[src/rtl/uart_rx.sv]
// UART receiver: 16x oversampled, DBIT data bits LSB first, SB_TICK-tick stop bit.
// Optional even-parity check enabled by defining UART_RX_PARITY_EN.
module uart_rx #(
  parameter int unsigned DBIT    = 8,
  parameter int unsigned SB_TICK = 16
) (
  input  logic            clk,
  input  logic            Reset,
  input  logic            s_tick,
  input  logic            rx,
  output logic [DBIT-1:0] dout,
  output logic            rx_done_tick,
  output logic            frame_err,
  output logic            parity_err
);

  localparam int unsigned NW = (DBIT > 1) ? $clog2(DBIT) : 1;
  localparam int unsigned CW = (SB_TICK > 1) ? $clog2(SB_TICK) : 1;
  localparam logic [NW-1:0] NLast  = NW'(DBIT - 1);
  localparam logic [CW-1:0] SbLast = CW'(SB_TICK - 1);

  typedef enum logic [2:0] {StIdle, StStart, StData, StParity, StStop} state_e;

  state_e          state_q, state_d;
  logic            rx_meta_q, rx_s_q;
  logic [3:0]      s_q, s_d;
  logic [NW-1:0]   n_q, n_d;
  logic [CW-1:0]   sc_q, sc_d;
  logic [DBIT-1:0] b_q, b_d;
  logic [DBIT-1:0] dout_q, dout_d;
  logic            done_q, done_d;
  logic            ferr_q, ferr_d;
`ifdef UART_RX_PARITY_EN
  logic            p_q, p_d;
  logic            perr_q, perr_d;
`endif

  // State register plus datapath registers
  always_ff @(posedge clk or posedge Reset) begin
    if (Reset) begin
      rx_meta_q <= 1'b1;
      rx_s_q    <= 1'b1;
      state_q   <= StIdle;
      s_q       <= '0;
      n_q       <= '0;
      sc_q      <= '0;
      b_q       <= '0;
      dout_q    <= '0;
      done_q    <= 1'b0;
      ferr_q    <= 1'b0;
`ifdef UART_RX_PARITY_EN
      p_q       <= 1'b0;
      perr_q    <= 1'b0;
`endif
    end else begin
      rx_meta_q <= rx;
      rx_s_q    <= rx_meta_q;
      state_q   <= state_d;
      s_q       <= s_d;
      n_q       <= n_d;
      sc_q      <= sc_d;
      b_q       <= b_d;
      dout_q    <= dout_d;
      done_q    <= done_d;
      ferr_q    <= ferr_d;
`ifdef UART_RX_PARITY_EN
      p_q       <= p_d;
      perr_q    <= perr_d;
`endif
    end
  end

  // Next-state logic
  always_comb begin
    state_d = state_q;
    s_d     = s_q;
    n_d     = n_q;
    sc_d    = sc_q;
    b_d     = b_q;
`ifdef UART_RX_PARITY_EN
    p_d     = p_q;
`endif
    unique case (state_q)
      StIdle: begin
        if (!rx_s_q) begin
          state_d = StStart;
          s_d     = '0;
        end
      end
      StStart: begin
        if (s_tick) begin
          if (s_q == 4'd7) begin
            s_d = '0;
            n_d = '0;
            // Line back high at mid start bit: treat as a glitch
            state_d = rx_s_q ? StIdle : StData;
          end else begin
            s_d = s_q + 4'd1;
          end
        end
      end
      StData: begin
        if (s_tick) begin
          if (s_q == 4'd15) begin
            s_d = '0;
            b_d = {rx_s_q, b_q[DBIT-1:1]};
            if (n_q == NLast) begin
              sc_d = '0;
`ifdef UART_RX_PARITY_EN
              state_d = StParity;
`else
              state_d = StStop;
`endif
            end else begin
              n_d = n_q + NW'(1);
            end
          end else begin
            s_d = s_q + 4'd1;
          end
        end
      end
`ifdef UART_RX_PARITY_EN
      StParity: begin
        if (s_tick) begin
          if (s_q == 4'd15) begin
            p_d     = rx_s_q;
            s_d     = '0;
            sc_d    = '0;
            state_d = StStop;
          end else begin
            s_d = s_q + 4'd1;
          end
        end
      end
`endif
      StStop: begin
        if (s_tick) begin
          if (sc_q == SbLast) begin
            sc_d    = '0;
            state_d = StIdle;
          end else begin
            sc_d = sc_q + CW'(1);
          end
        end
      end
      default: state_d = StIdle;
    endcase
  end

  // Output logic: results are registered so they line up with the done pulse
  always_comb begin
    done_d = (state_q == StStop) && s_tick && (sc_q == SbLast);
    dout_d = done_d ? b_q : dout_q;
    ferr_d = done_d & ~rx_s_q;
`ifdef UART_RX_PARITY_EN
    perr_d = done_d & ((^b_q) ^ p_q);
`endif
  end

  assign dout         = dout_q;
  assign rx_done_tick = done_q;
  assign frame_err    = ferr_q;
`ifdef UART_RX_PARITY_EN
  assign parity_err   = perr_q;
`else
  assign parity_err   = 1'b0;
`endif

endmodule

[config.mk]
export PLATFORM = sky130hd
export DESIGN_NAME = uart_rx
export DESIGN_NICKNAME = d
export VERILOG_FILES = /design/src/rtl/uart_rx.sv
export SDC_FILE = /design/constraint.sdc
export NUM_CORES = 1
export LEC_CHECK = 0
export ABC_AREA = 1
export CAP_MARGIN = 40
export CORE_MARGIN = 3
export CORE_UTILIZATION = 40
export CTS_BUF_LIST = sky130_fd_sc_hd__clkbuf_16
export CTS_CLUSTER_SIZE = 14
export DETAILED_ROUTE_END_ITERATION = 7
export PLACE_DENSITY = 0.61
export SLEW_MARGIN = 25
export SYNTH_ARGS = -nofsm -noshare
export SYNTH_HDL_FRONTEND = slang
export SYNTH_SLANG_ARGS = --single-unit
[constraint.sdc]
create_clock -name clk -period 1.4 [get_ports clk]
set_input_delay 0.35 -clock clk [delete_from_list [all_inputs] [get_ports clk]]
set_output_delay 0.35 -clock clk [all_outputs]
set_load 0.005 [all_outputs]
==> impl_table.tex, run 1 <==
\begin{tabular}{lr}
\hline
Metric & Value \\
\hline
\multicolumn{2}{l}{\textbf{Outcome}} \\
Run status & finished with violations \\
Failing checks & setup timing \\
\multicolumn{2}{l}{\textbf{Yosys}} \\
Count of unique library cells instantiated by Yosys & 28 \\
Compound-Gate Fraction of Synth Area & 8.98\% \\
Xor-xnor portion of the synthesized cell area & less than 1\% \\
Number of flops mapped to enable cells by yosys & 0 \\
Nets in the synthesized netlist & approximately 210 \\
Most common library cells after synthesis & 65 x sky130\_fd\_sc\_hd\_\_nand2\_1, 32 x sky130\_fd\_sc\_hd\_\_dfrtp\_1, 20 x sky130\_fd\_sc\_hd\_\_inv\_1, 20 x sky130\_fd\_sc\_hd\_\_nand3\_1, 12 x sky130\_fd\_sc\_hd\_\_o21ai\_2 \\
Post-Synthesis Mean Instance Area & between 8 and 9 sq um \\
Main flop type after synthesis & sky130\_fd\_sc\_hd\_\_dfrtp\_1 \\
Library cell with the largest summed area after synthesis & sky130\_fd\_sc\_hd\_\_dfrtp\_1 \\
Multiplexer share of the synthesized area & 0\% \\
Syn. warnings & 0 \\
Combinational family with the most area after synthesis & simple AND/OR/NAND/NOR gates \\
Main area contributors after synthesis & sky130\_fd\_sc\_hd\_\_dfrtp\_1 45\%, sky130\_fd\_sc\_hd\_\_nand2\_1 14\%, sky130\_fd\_sc\_hd\_\_o21ai\_2 5.9\% \\
Sequential element share of the synthesized area & around half \\
Yosys top cell area share & a little under half \\
Cell area after synthesis & $\sim$0.0018 sq mm \\
Post-synthesis share of cell area spent on and, or, nand and nor gates & 31.2\% \\
Adder and majority gate portion of the synthesized area & under 10\% \\
Synth Instances & 205 \\
Count leader, synth & sky130\_fd\_sc\_hd\_\_nand2\_1 \\
FFs w/ async S/R, synth & 100\% \\
Flop and latch count out of synthesis & 34 \\
\multicolumn{2}{l}{\textbf{Hold path}} \\
Worst Hold Path Cells & 0 \\
Hold-critical path endpoint & rx\_s\_q\$\_DFF\_PP1\_ \\
Worst hold start & rx\_meta\_q\$\_DFF\_PP1\_ \\
Min-Delay Path Class & reg -> reg \\
\multicolumn{2}{l}{\textbf{Setup path}} \\
Crit path kind & reg -> reg \\
Logic depth of the worst register-to-register path & 8 \\
Stage delay of the slowest cell on the critical path & around 440 ps \\
Worst-path fanout max & 5 \\
Critical path launch point type & register \\
Critical Path End Type & register \\
Cell with the largest stage delay on the worst path & sky130\_fd\_sc\_hd\_\_dfrtp\_2 \\
Cell-by-cell listing of the critical path & inv\_1, nor2\_1, nand3\_2, nand2\_4, nor2\_4, buf\_4, nand3\_1, o21ai\_0 \\
Crit path DAT & roughly 1600 ps \\
End of the worst register-to-register path & s\_q[0]\$\_DFFE\_PP0P\_ \\
Required time reported for the critical path endpoint & $\sim$1600 ps \\
Worst R2R Setup Slack & -30 ps \\
Reg-to-reg critical path startpoint & state\_q[0]\$\_DFFE\_PP0P\_ \\
\multicolumn{2}{l}{\textbf{Timing}} \\
Final min period & between 1000 and 1500 ps \\
\# setup viols final & 1 \\
Largest clock skew in the final design & between 6 and 7 ps \\
Max Fclk & about 700 MHz \\
Post-route clock period utilization & 102\% \\
Pins Over Slew Limit & 0 \\
Endpoints failing hold & 0 \\
Final-layout setup total negative slack & -29.1 ps \\
Least setup slack across all paths after layout & -29.1 ps \\
Setup repair after global routing missed its margin & yes \\
\multicolumn{2}{l}{\textbf{Flow run}} \\
Number of maximum-capacitance violations & 0 \\
\multicolumn{2}{l}{\textbf{Final layout}} \\
Fraction of layout instances using a drive strength above 1 & around two fifths \\
Number of fill cells & between 300 and 400 \\
Sequential Area & around 860 sq um \\
Multi-input logic area & roughly 870 sq um \\
Number of nets in the layout & between 200 and 300 \\
Synth-to-Final Area Change & 36.4\% \\
Antenna fix cells & 0 \\
\multicolumn{2}{l}{\textbf{Clock network}} \\
CTS hold repair buffers & 0 \\
Clock tree root driver cell & sky130\_fd\_sc\_hd\_\_clkbuf\_16 \\
Clk sinks & 34 \\
Number of buffers between clock root and the deepest sink & 2 \\
Clock slew seen by the registers of the worst setup and hold paths & $\sim$60 ps \\
TritonCTS clock tree & yes \\
Htree depth & 2 \\
Clock latency of the later-clocked register in the worst-skew pair & $\sim$280 ps \\
Clock buffers created by TritonCTS & 5 \\
\multicolumn{2}{l}{\textbf{Global route}} \\
Most used routing layer & met2 \\
Global routing met1 resource utilization & 20.5\% \\
Antenna violations before repair & 0 \\
Via count of the first global-routing pass & 1,346 \\
Pin count of the biggest net entering global routing & 35 \\
Met3 global-route usage & 4.16\% \\
Global route overflow & 0 \\
First-pass GRT wire length & 6050 microns \\
Total routing usage reported by global routing & 15.0\% \\
Met2 Resource Use GR & around 22\% \\
\multicolumn{2}{l}{\textbf{Detailed routing}} \\
Final routed wire length divided by cell count & $\sim$12 microns \\
Number of nets with antenna violations after detailed routing & 0 \\
Number of remaining DRC errors & 0 \\
Number of detailed-route iterations in the first pass & 4 \\
Vias per cell & roughly 4.8 \\
Vias post-DR & around 1,500 \\
Total length of routed wires & approximately 3700 microns \\
DRC marker count from the first detailed-route iteration & between 100 and 150 \\
\multicolumn{2}{l}{\textbf{Die}} \\
Initial cell density of the core & $\sim$43\% \\
Total I/O pin count & 15 \\
Vert. Die Dim & 72.5 microns \\
Chip Width & around 73 microns \\
FP Rows & 23 \\
Die Area & roughly 0.0053 sq mm \\
Placeable core region & between 0.004 and 0.005 sq mm \\
\multicolumn{2}{l}{\textbf{Power and ir drop}} \\
Leakage Power & roughly 1.2 nW \\
Power consumption & about 3.6 mW \\
Maximum vdd ir drop & 896 uV \\
Power density normalized to cell area & 1490 mW/mm\^{}2 \\
\multicolumn{2}{l}{\textbf{Placed design}} \\
Detailed placement HPWL & between 2000 and 2500 microns \\
Final weighted congestion in routability-driven placement & 0.771 \\
Port Buf Inserts & 13 \\
\hline
\end{tabular}
metal layers:
layer / routed length, microns / vias to the layer above
li1: - / 752
met1: 1650 / 681
met2: 1830 / 20
met3: 118 / 12
met4: 102 / 0
met5: 0 / -
repair_timing:
action,CTS,global route
buffers inserted,1,6
resized for setup,14,34
pin swaps,0,9
setup endpoints to repair,25,28
gates cloned,0,0
registers in the layout, summed over array words and instances, names as in the netlist:
register,count
n_q,3
rx_meta_q,1
dout,8
sc_q,4
s_q,4
b_q,8
rx_done_tick,1
rx_s_q,1
frame_err,1
state_q,3
worst max path at each step:
stage | cells after the start | start | to
global placement | 8 | s_tick | state_q[2]$_DFFE_PP0P_
finish | 8 | state_q[0]$_DFFE_PP0P_ | s_q[0]$_DFFE_PP0P_
CTS | 8 | s_q[0]$_DFFE_PP0P_ | n_q[2]$_DFFE_PP0P_
detailed placement | 8 | s_tick | state_q[1]$_DFFE_PP0P_
global route | 8 | state_q[0]$_DFFE_PP0P_ | s_q[0]$_DFFE_PP0P_
floorplan | 10 | s_q[0]$_DFFE_PP0P_ | state_q[0]$_DFFE_PP0P_
where the power goes:
part	internal, mW	switching [mW]
Clock	0.648	0.407
Sequential	1.07	0.0984
Combinational	0.622	0.748
worst max-delay path: cells and delay by family (launching register included):
kind | cells | cell delay (ps)
DFF | 1 | 440
and+or+nand+nor | 5 | 560
buffers and inverters | 2 | 200
AOI/OAI and AO/OA | 1 | 90
stage by stage:
| stage | hold slack (ps) | setup slack (ps) | instance area, sq um | std cells | util (%) |
|---|---|---|---|---|---|
| after floorplan | 345 | 18.1 | 1770 | 205 | - |
| after global placement | 355 | -233 | 2130 | 288 | 51.3 |
| after detailed placement | 355 | -266 | 2130 | 288 | 51.3 |
| after CTS | 360 | 4.24 | 2270 | 297 | 54.9 |
| after global routing | 366 | -119 | 2410 | 303 | 58.2 |
| final | 354 | -29.1 | 2410 | 303 | 58.2 |
logic make-up (layout without fill, tap and decap cells):
kind of cell | Yosys count | count (layout)
AO/OA/AOI/OAI | 22 | 22
other | 1 | 1
XOR/XNOR | 1 | 1
adder cells (fa/ha/maj) | 4 | 4
AND/OR/NAND/NOR | 114 | 114
flip-flops | 34 | 34
buffers and inverters | 29 | 77
layout make-up:
cell class	instances	share of cell area, %
inverters	24	3.99
repair buffers	45	15.9
clock buffers	5	5.18
flip-flops and latches	34	35.5
multi-input cells	142	36.2
clock inverters	3	0.674
well taps	50	2.59
placed cells by master (no fill, tap or decap), types with 2 or more instances in the layout:
cell and n:
sky130_fd_sc_hd__clkbuf_16 5, sky130_fd_sc_hd__nor2_1 8, sky130_fd_sc_hd__a21oi_2 2, sky130_fd_sc_hd__nand2_2 12, sky130_fd_sc_hd__nand2_1 54, sky130_fd_sc_hd__o21ai_2 13
sky130_fd_sc_hd__nor2_4 6, sky130_fd_sc_hd__nand4_1 4, sky130_fd_sc_hd__inv_1 15, sky130_fd_sc_hd__o21ai_0 3, sky130_fd_sc_hd__buf_4 30, sky130_fd_sc_hd__a21oi_1 3
sky130_fd_sc_hd__clkdlybuf4s50_1 3, sky130_fd_sc_hd__nand2_4 4, sky130_fd_sc_hd__or2_2 2, sky130_fd_sc_hd__nand3_1 14, sky130_fd_sc_hd__inv_2 6, sky130_fd_sc_hd__dlygate4sd2_1 10
sky130_fd_sc_hd__nand3_2 6, sky130_fd_sc_hd__dfrtp_1 29, sky130_fd_sc_hd__buf_12 2, sky130_fd_sc_hd__dfstp_2 2, sky130_fd_sc_hd__clkinv_2 2, sky130_fd_sc_hd__inv_4 2
sky130_fd_sc_hd__dfrtp_2 3, sky130_fd_sc_hd__ha_2 3
Power figures use the tool's default switching activity.
==> inputs of run 2 (changes only) <==
--- a/config.mk
+++ b/config.mk
@@ -14,2 +14,3 @@
 export DETAILED_ROUTE_END_ITERATION = 7
+export HOLD_SLACK_MARGIN = 0.05
 export PLACE_DENSITY = 0.61
--- a/constraint.sdc
+++ b/constraint.sdc
@@ -3,2 +3,2 @@
 set_output_delay 0.35 -clock clk [all_outputs]
-set_load 0.005 [all_outputs]
+set_load 0.02 [all_outputs]
==> impl_table.tex, run 2 (synthesized netlist as in run 1, its figures left out) <==
\begin{tabular}{lr}
\hline
Metric & Value \\
\hline
\multicolumn{2}{l}{\textbf{Outcome}} \\
Failing checks & setup timing (unchanged) \\
Run status & finished with violations (unchanged) \\
\multicolumn{2}{l}{\textbf{Setup path}} \\
Critical path launch point type & register (unchanged) \\
Crit path kind & reg -> reg (unchanged) \\
Cell with the largest stage delay on the worst path & sky130\_fd\_sc\_hd\_\_dfrtp\_2 (unchanged) \\
Stage delay of the slowest cell on the critical path & 440 ps (about the same) \\
Required time reported for the critical path endpoint & 1550 ps (about the same) \\
Critical Path End Type & register (unchanged) \\
WP buf/inv & 2 (unchanged) \\
Worst-path fanout max & 5 (unchanged) \\
Top Family by Delay on Critical Path & simple AND/OR/NAND/NOR gates (unchanged) \\
Cell-by-cell listing of the critical path & inv\_1, nor2\_1, nand3\_2, nand2\_4, nor2\_4, buf\_4, nand3\_1, o21ai\_0 (unchanged) \\
Crit path DAT & 1580 ps (about the same) \\
\multicolumn{2}{l}{\textbf{Timing}} \\
\# setup viols final & 1 (unchanged) \\
Endpoints failing hold & 0 (unchanged) \\
Final-layout setup total negative slack & -29.3 ps (was -29.1 ps) \\
Setup repair after global routing missed its margin & yes (unchanged) \\
Final min period & 1430 ps (about the same) \\
Max Fclk & 700 MHz (about the same) \\
Worst hold slack & 354 ps (about the same) \\
Largest clock skew in the final design & 6.42 ps (about the same) \\
Least setup slack across all paths after layout & -29.3 ps (was -29.1 ps) \\
Pins Over Slew Limit & 0 (unchanged) \\
Post-route clock period utilization & 102\% (about the same) \\
\multicolumn{2}{l}{\textbf{Detailed routing}} \\
Number of remaining DRC errors & 0 (unchanged) \\
Wire length on met3 & 115 microns (was 118 microns) \\
Highest metal layer used by the detailed router & met4 (unchanged) \\
Number of detailed-route iterations in the first pass & 4 (unchanged) \\
DRC marker count from the first detailed-route iteration & 98 (was 122) \\
Number of nets with antenna violations after detailed routing & 0 (unchanged) \\
Sum of routed wire segments on met1 & 1640 microns (was 1650 microns) \\
WL met2 & 1820 microns (was 1830 microns) \\
Vias post-DR & 1,458 (was 1,465) \\
Vias per cell & 4.83 (about the same) \\
Final routed wire length divided by cell count & 12.2 microns (about the same) \\
Total length of routed wires & 3680 microns (was 3700 microns) \\
\multicolumn{2}{l}{\textbf{Hold path}} \\
Min-Delay Path Class & reg -> reg (unchanged) \\
\multicolumn{2}{l}{\textbf{Final layout}} \\
Synth-to-Final Area Change & 36.0\% (was 36.4\%) \\
Number of nets in the layout & 259 (was 260) \\
Non-Filler Instances & 302 (was 303) \\
Fraction of layout instances using a drive strength above 1 & 40.9\% (was 41.1\%) \\
Antenna fix cells & 0 (unchanged) \\
Leading cell type in the layout, fill and taps excluded & sky130\_fd\_sc\_hd\_\_nand2\_1 (unchanged) \\
Share of the core filled with cells in the final layout & 58.1\% (was 58.2\%) \\
Commonest non-fill, non-tap cells in the layout & 54 x sky130\_fd\_sc\_hd\_\_nand2\_1, 29 x sky130\_fd\_sc\_hd\_\_dfrtp\_1, 29 x sky130\_fd\_sc\_hd\_\_buf\_4, 15 x sky130\_fd\_sc\_hd\_\_inv\_1, 14 x sky130\_fd\_sc\_hd\_\_nand3\_1 (was 54 x sky130\_fd\_sc\_hd\_\_nand2\_1, 30 x sky130\_fd\_sc\_hd\_\_buf\_4, 29 x sky130\_fd\_sc\_hd\_\_dfrtp\_1, 15 x sky130\_fd\_sc\_hd\_\_inv\_1, 14 x sky130\_fd\_sc\_hd\_\_nand3\_1) \\
\multicolumn{2}{l}{\textbf{Power and ir drop}} \\
Maximum vdd ir drop & 896 uV (about the same) \\
Leakage Power & 1.21 nW (was 1.22 nW) \\
Power density normalized to cell area & 1500 mW/mm\^{}2 (was 1490 mW/mm\^{}2) \\
\multicolumn{2}{l}{\textbf{Placed design}} \\
Final weighted congestion in routability-driven placement & 0.771 (unchanged) \\
Port Buf Inserts & 13 (unchanged) \\
Cell count after placement & 288 (unchanged) \\
Setup WS pre-CTS & -266 ps (unchanged) \\
Detailed placement HPWL & 2490 microns (unchanged) \\
\multicolumn{2}{l}{\textbf{Clock network}} \\
Clock tree root driver cell & sky130\_fd\_sc\_hd\_\_clkbuf\_16 (unchanged) \\
Clock buffers created by TritonCTS & 5 (unchanged) \\
Htree depth & 2 (unchanged) \\
TritonCTS clock tree & yes (unchanged) \\
Number of buffers between clock root and the deepest sink & 2 (unchanged) \\
Clk sinks & 34 (unchanged) \\
Clock latency of the later-clocked register in the worst-skew pair & 280 ps (about the same) \\
Clock slew seen by the registers of the worst setup and hold paths & 60 ps (about the same) \\
\multicolumn{2}{l}{\textbf{Die}} \\
Placeable core region & 0.00414 sq mm (unchanged) \\
Vert. Die Dim & 72.5 microns (unchanged) \\
Total I/O pin count & 15 (unchanged) \\
Chip Width & 72.5 microns (unchanged) \\
Initial cell density of the core & 42.7\% (unchanged) \\
FP Rows & 23 (unchanged) \\
Die Area & 0.00526 sq mm (unchanged) \\
\multicolumn{2}{l}{\textbf{Global route}} \\
Antenna violations before repair & 0 (unchanged) \\
First-pass GRT wire length & 6010 microns (was 6050 microns) \\
Total routing usage reported by global routing & 14.9\% (was 15.0\%) \\
Pin count of the biggest net entering global routing & 35 (unchanged) \\
Via count of the first global-routing pass & 1,332 (was 1,346) \\
Global route overflow & 0 (unchanged) \\
\multicolumn{2}{l}{\textbf{Flow run}} \\
Number of maximum-capacitance violations & 0 (unchanged) \\
\hline
\end{tabular}
run 2: path summary, 6_finish.rpt:
check                                  startpoint                     end  slack (ps)  cells past startpoint
setup reg to reg           state_q[0]$_DFFE_PP0P_      s_q[0]$_DFFE_PP0P_         -30                      8
max in group asynchronous                   Reset     rx_meta_q$_DFF_PP1_         730                      3
hold / removal                rx_meta_q$_DFF_PP1_        rx_s_q$_DFF_PP1_         350                      0
hold reg to reg               rx_meta_q$_DFF_PP1_        rx_s_q$_DFF_PP1_         350                      0
min in group asynchronous                   Reset  rx_done_tick$_DFF_PP0_         420                      3
setup / recovery           state_q[0]$_DFFE_PP0P_      s_q[0]$_DFFE_PP0P_         -30                      8
run 2: final cells by class:
type / instances / area (sq um)
well taps: 50 / 62.6
inverters: 24 / 96.3
fillers: 386 / 1740
flip-flops and latches: 34 / 857
repair buffers: 44 / 375
multi-input cells: 142 / 873
clock buffers: 5 / 125
clock inverters: 3 / 16.3
run 2: metal layers:
layer	track usage, %	up-vias
li1	-	751
met1	20.4	677
met2	21.9	18
met3	4.16	12
met4	6.76	0
met5	0	-
run 2: repair_timing:
action	in CTS	in global routing
gates resized for setup	14	34
setup endpoints to repair	25	28
pin swaps	0	9
buffers inserted	0	6
hold buffers	0	0
gates cloned	0	0
run 2: through the flow:
step | power, mW | cell area [sq um]
floorplan | 1.88 | 1770
global placement | 2.31 | 2130
detailed placement | 2.31 | 2130
CTS | 3.39 | 2270
global route | 3.82 | 2410
finish | 3.60 | 2410
run 2: power by group:
group	switching [mW]	leakage (nW)	total (mW)	internal (mW)
clock	0.401	0.0672	1.05	0.648
sequential	0.0984	0.440	1.17	1.07
combinational	0.760	0.704	1.38	0.620
total	1.26	1.21	3.60	2.34
==> inputs of run 3 (changes only) <==
PLACE_DENSITY = 0.59   (was 0.61)
clock period = 1.75 ns   (was 1.4 ns; I/O delays follow)
==> impl_table.tex, run 3 (synthesized netlist as in run 1, its figures left out) <==
\begin{tabular}{lr}
\hline
Metric & Value \\
\hline
\multicolumn{2}{l}{\textbf{Power and ir drop}} \\
Power consumption & 2.49 mW (was 3.60 mW) \\
Maximum vdd ir drop & 596 uV (was 896 uV) \\
Power density normalized to cell area & 1160 mW/mm\^{}2 (was 1500 mW/mm\^{}2) \\
Leakage Power & 1.08 nW (was 1.21 nW) \\
\multicolumn{2}{l}{\textbf{Setup path}} \\
Crit path kind & reg -> out (was reg -> reg) \\
Cell-by-cell listing of the critical path & clkdlybuf4s50\_1 (was inv\_1, nor2\_1, nand3\_2, nand2\_4, nor2\_4, buf\_4, nand3\_1, o21ai\_0) \\
Stage delay of the slowest cell on the critical path & 600 ps (was 440 ps) \\
WP buf/inv & 1 (was 2) \\
Crit path DAT & 1230 ps (was 1580 ps) \\
Critical path launch point type & register (unchanged) \\
Critical Path End Type & output pin (was register) \\
Required time reported for the critical path endpoint & 1310 ps (was 1550 ps) \\
Cell with the largest stage delay on the worst path & sky130\_fd\_sc\_hd\_\_clkdlybuf4s50\_1 (was sky130\_fd\_sc\_hd\_\_dfrtp\_2) \\
Worst-path fanout max & 2 (was 5) \\
Worst R2R Setup Slack & 180 ps (was -30 ps) \\
Top Family by Delay on Critical Path & buffers and inverters (was simple AND/OR/NAND/NOR gates) \\
\multicolumn{2}{l}{\textbf{Detailed routing}} \\
Vias per cell & 4.72 (was 4.83) \\
Number of remaining DRC errors & 0 (unchanged) \\
Vias post-DR & 1,327 (was 1,458) \\
Final routed wire length divided by cell count & 11.0 microns (was 12.2 microns) \\
Number of detailed-route iterations in the first pass & 4 (unchanged) \\
DRC marker count from the first detailed-route iteration & 86 (was 98) \\
Total length of routed wires & 3090 microns (was 3680 microns) \\
Number of nets with antenna violations after detailed routing & 0 (unchanged) \\
\multicolumn{2}{l}{\textbf{Clock network}} \\
Clock latency of the later-clocked register in the worst-skew pair & 280 ps (about the same) \\
TritonCTS clock tree & yes (unchanged) \\
Clk sinks & 34 (unchanged) \\
Post-CTS setup buffers & 0 (unchanged) \\
Clock buffers created by TritonCTS & 5 (unchanged) \\
Number of buffers between clock root and the deepest sink & 2 (unchanged) \\
Count of cells resized by post-cts repair & 0 (was 14) \\
Clock slew seen by the registers of the worst setup and hold paths & 50 ps (was 60 ps) \\
Htree depth & 2 (unchanged) \\
CTS hold repair buffers & 0 (unchanged) \\
Clock tree root driver cell & sky130\_fd\_sc\_hd\_\_clkbuf\_16 (unchanged) \\
\multicolumn{2}{l}{\textbf{Timing}} \\
Endpoints failing hold & 0 (unchanged) \\
Largest clock skew in the final design & 5.52 ps (was 6.42 ps) \\
Post-route clock period utilization & between 90\% and 100\% \\
Least setup slack across all paths after layout & 86.2 ps (was -29.3 ps) \\
Max Fclk & 601 MHz \\
Pins Over Slew Limit & 0 (unchanged) \\
\# setup viols final & 0 (was 1) \\
Final min period & about 1700 ps \\
Setup repair after global routing missed its margin & no (was yes) \\
\multicolumn{2}{l}{\textbf{Flow run}} \\
Number of maximum-capacitance violations & 0 (unchanged) \\
\multicolumn{2}{l}{\textbf{Placed design}} \\
Port Buf Inserts & 13 (unchanged) \\
Setup WS pre-CTS & -20.3 ps (was -266 ps) \\
Final weighted congestion in routability-driven placement & 0.783 (was 0.771) \\
Detailed placement HPWL & 2260 microns (was 2490 microns) \\
Post-DP Area & 0.00201 sq mm (was 0.00213 sq mm) \\
\multicolumn{2}{l}{\textbf{Die}} \\
Chip Width & 72.5 microns (unchanged) \\
Placeable core region & 0.00414 sq mm (unchanged) \\
Die Area & 0.00526 sq mm (unchanged) \\
Total I/O pin count & 15 (unchanged) \\
FP Rows & 23 (unchanged) \\
Initial cell density of the core & 42.7\% (unchanged) \\
Vert. Die Dim & 72.5 microns (unchanged) \\
\multicolumn{2}{l}{\textbf{Final layout}} \\
Fraction of layout instances using a drive strength above 1 & 22.1\% (was 40.9\%) \\
Synth-to-Final Area Change & 21.8\% (was 36.0\%) \\
Commonest non-fill, non-tap cells in the layout & 65 x sky130\_fd\_sc\_hd\_\_nand2\_1, 32 x sky130\_fd\_sc\_hd\_\_dfrtp\_1, 20 x sky130\_fd\_sc\_hd\_\_inv\_1, 20 x sky130\_fd\_sc\_hd\_\_nand3\_1, 13 x sky130\_fd\_sc\_hd\_\_clkdlybuf4s50\_1 (was 54 x sky130\_fd\_sc\_hd\_\_nand2\_1, 29 x sky130\_fd\_sc\_hd\_\_dfrtp\_1, 29 x sky130\_fd\_sc\_hd\_\_buf\_4, 15 x sky130\_fd\_sc\_hd\_\_inv\_1, 14 x sky130\_fd\_sc\_hd\_\_nand3\_1) \\
Antenna fix cells & 0 (unchanged) \\
Post-layout instance area & 0.00215 sq mm (was 0.00241 sq mm) \\
Leading cell type in the layout, fill and taps excluded & sky130\_fd\_sc\_hd\_\_nand2\_1 (unchanged) \\
Number of nets in the layout & 238 (was 259) \\
Number of fill cells & 429 (was 386) \\
\multicolumn{2}{l}{\textbf{Outcome}} \\
Run status & finished clean (was finished with violations) \\
\multicolumn{2}{l}{\textbf{Global route}} \\
Total routing usage reported by global routing & 14.0\% (was 14.9\%) \\
Via count of the first global-routing pass & 1,295 (was 1,332) \\
First-pass GRT wire length & 5680 microns (was 6010 microns) \\
Pin count of the biggest net entering global routing & 35 (unchanged) \\
Antenna violations before repair & 0 (unchanged) \\
Global route overflow & 0 (unchanged) \\
\multicolumn{2}{l}{\textbf{Hold path}} \\
Min-Delay Path Class & reg -> reg (unchanged) \\
\hline
\end{tabular}
==> run 3: cell types whose count changed in the layout (fill, tap and decap cells not counted), sizes merged <==
cell / before / now
buf: 31 / 10
dlygate4sd2: 10 / 0
clkdlybuf4s50: 3 / 13
==> run 3: per-stage QoR <==
step | std cells | TNS [ps] | hold slack, ps | util [%]
floorplan | 205 | 0 | 345 | -
global placement | 273 | 0 | 346 | 48.6
CTS | 281 | 0 | 354 | 52.0
finish | 281 | 0 | 354 | 52.0
global route | 281 | 0 | 362 | 52.0
detailed placement | 273 | -47.9 | 347 | 48.6
==> run 3: power breakdown <==
group          total, mW  switching, mW  internal (mW)
Sequential         0.935         0.0800          0.855
Clock              0.837          0.319          0.518
Combinational      0.721          0.465          0.256
Total               2.49          0.863           1.63
==> run 3: path summary, 6_finish.rpt <==
path	start	to	cells after the start
setup / recovery	dout[7]$_DFFE_PP0P_	dout[7]	1
hold / removal	rx_meta_q$_DFF_PP1_	rx_s_q$_DFF_PP1_	0
setup reg to reg	s_q[0]$_DFFE_PP0P_	state_q[2]$_DFFE_PP0P_	10
hold reg to reg	rx_meta_q$_DFF_PP1_	rx_s_q$_DFF_PP1_	0
max in group asynchronous	Reset	rx_meta_q$_DFF_PP1_	3
min in group asynchronous	Reset	state_q[0]$_DFFE_PP0P_	3
==> run 3: final cells by class <==
type | instances | area [sq um] | area share, %
sequential | 34 | 853 | 39.6
multi-input combinational | 142 | 773 | 35.9
timing repair buffer | 23 | 230 | 10.7
clock buffer | 5 | 125 | 5.81
inverter | 24 | 93.8 | 4.36
tap | 50 | 62.6 | 2.90
clock inverter | 3 | 16.3 | 0.755
==> run 3: layer usage <==
metal  share of wire (%)  up-vias  GRT usage [%]  wire (microns)
li1                    -      703              -               -
met1                  50      596           18.1            1560
met2                  43       23           21.6            1340
met3                 4.3        5           4.16             134
met4                 1.7        0           6.76              53
met5                   0        -              0               0
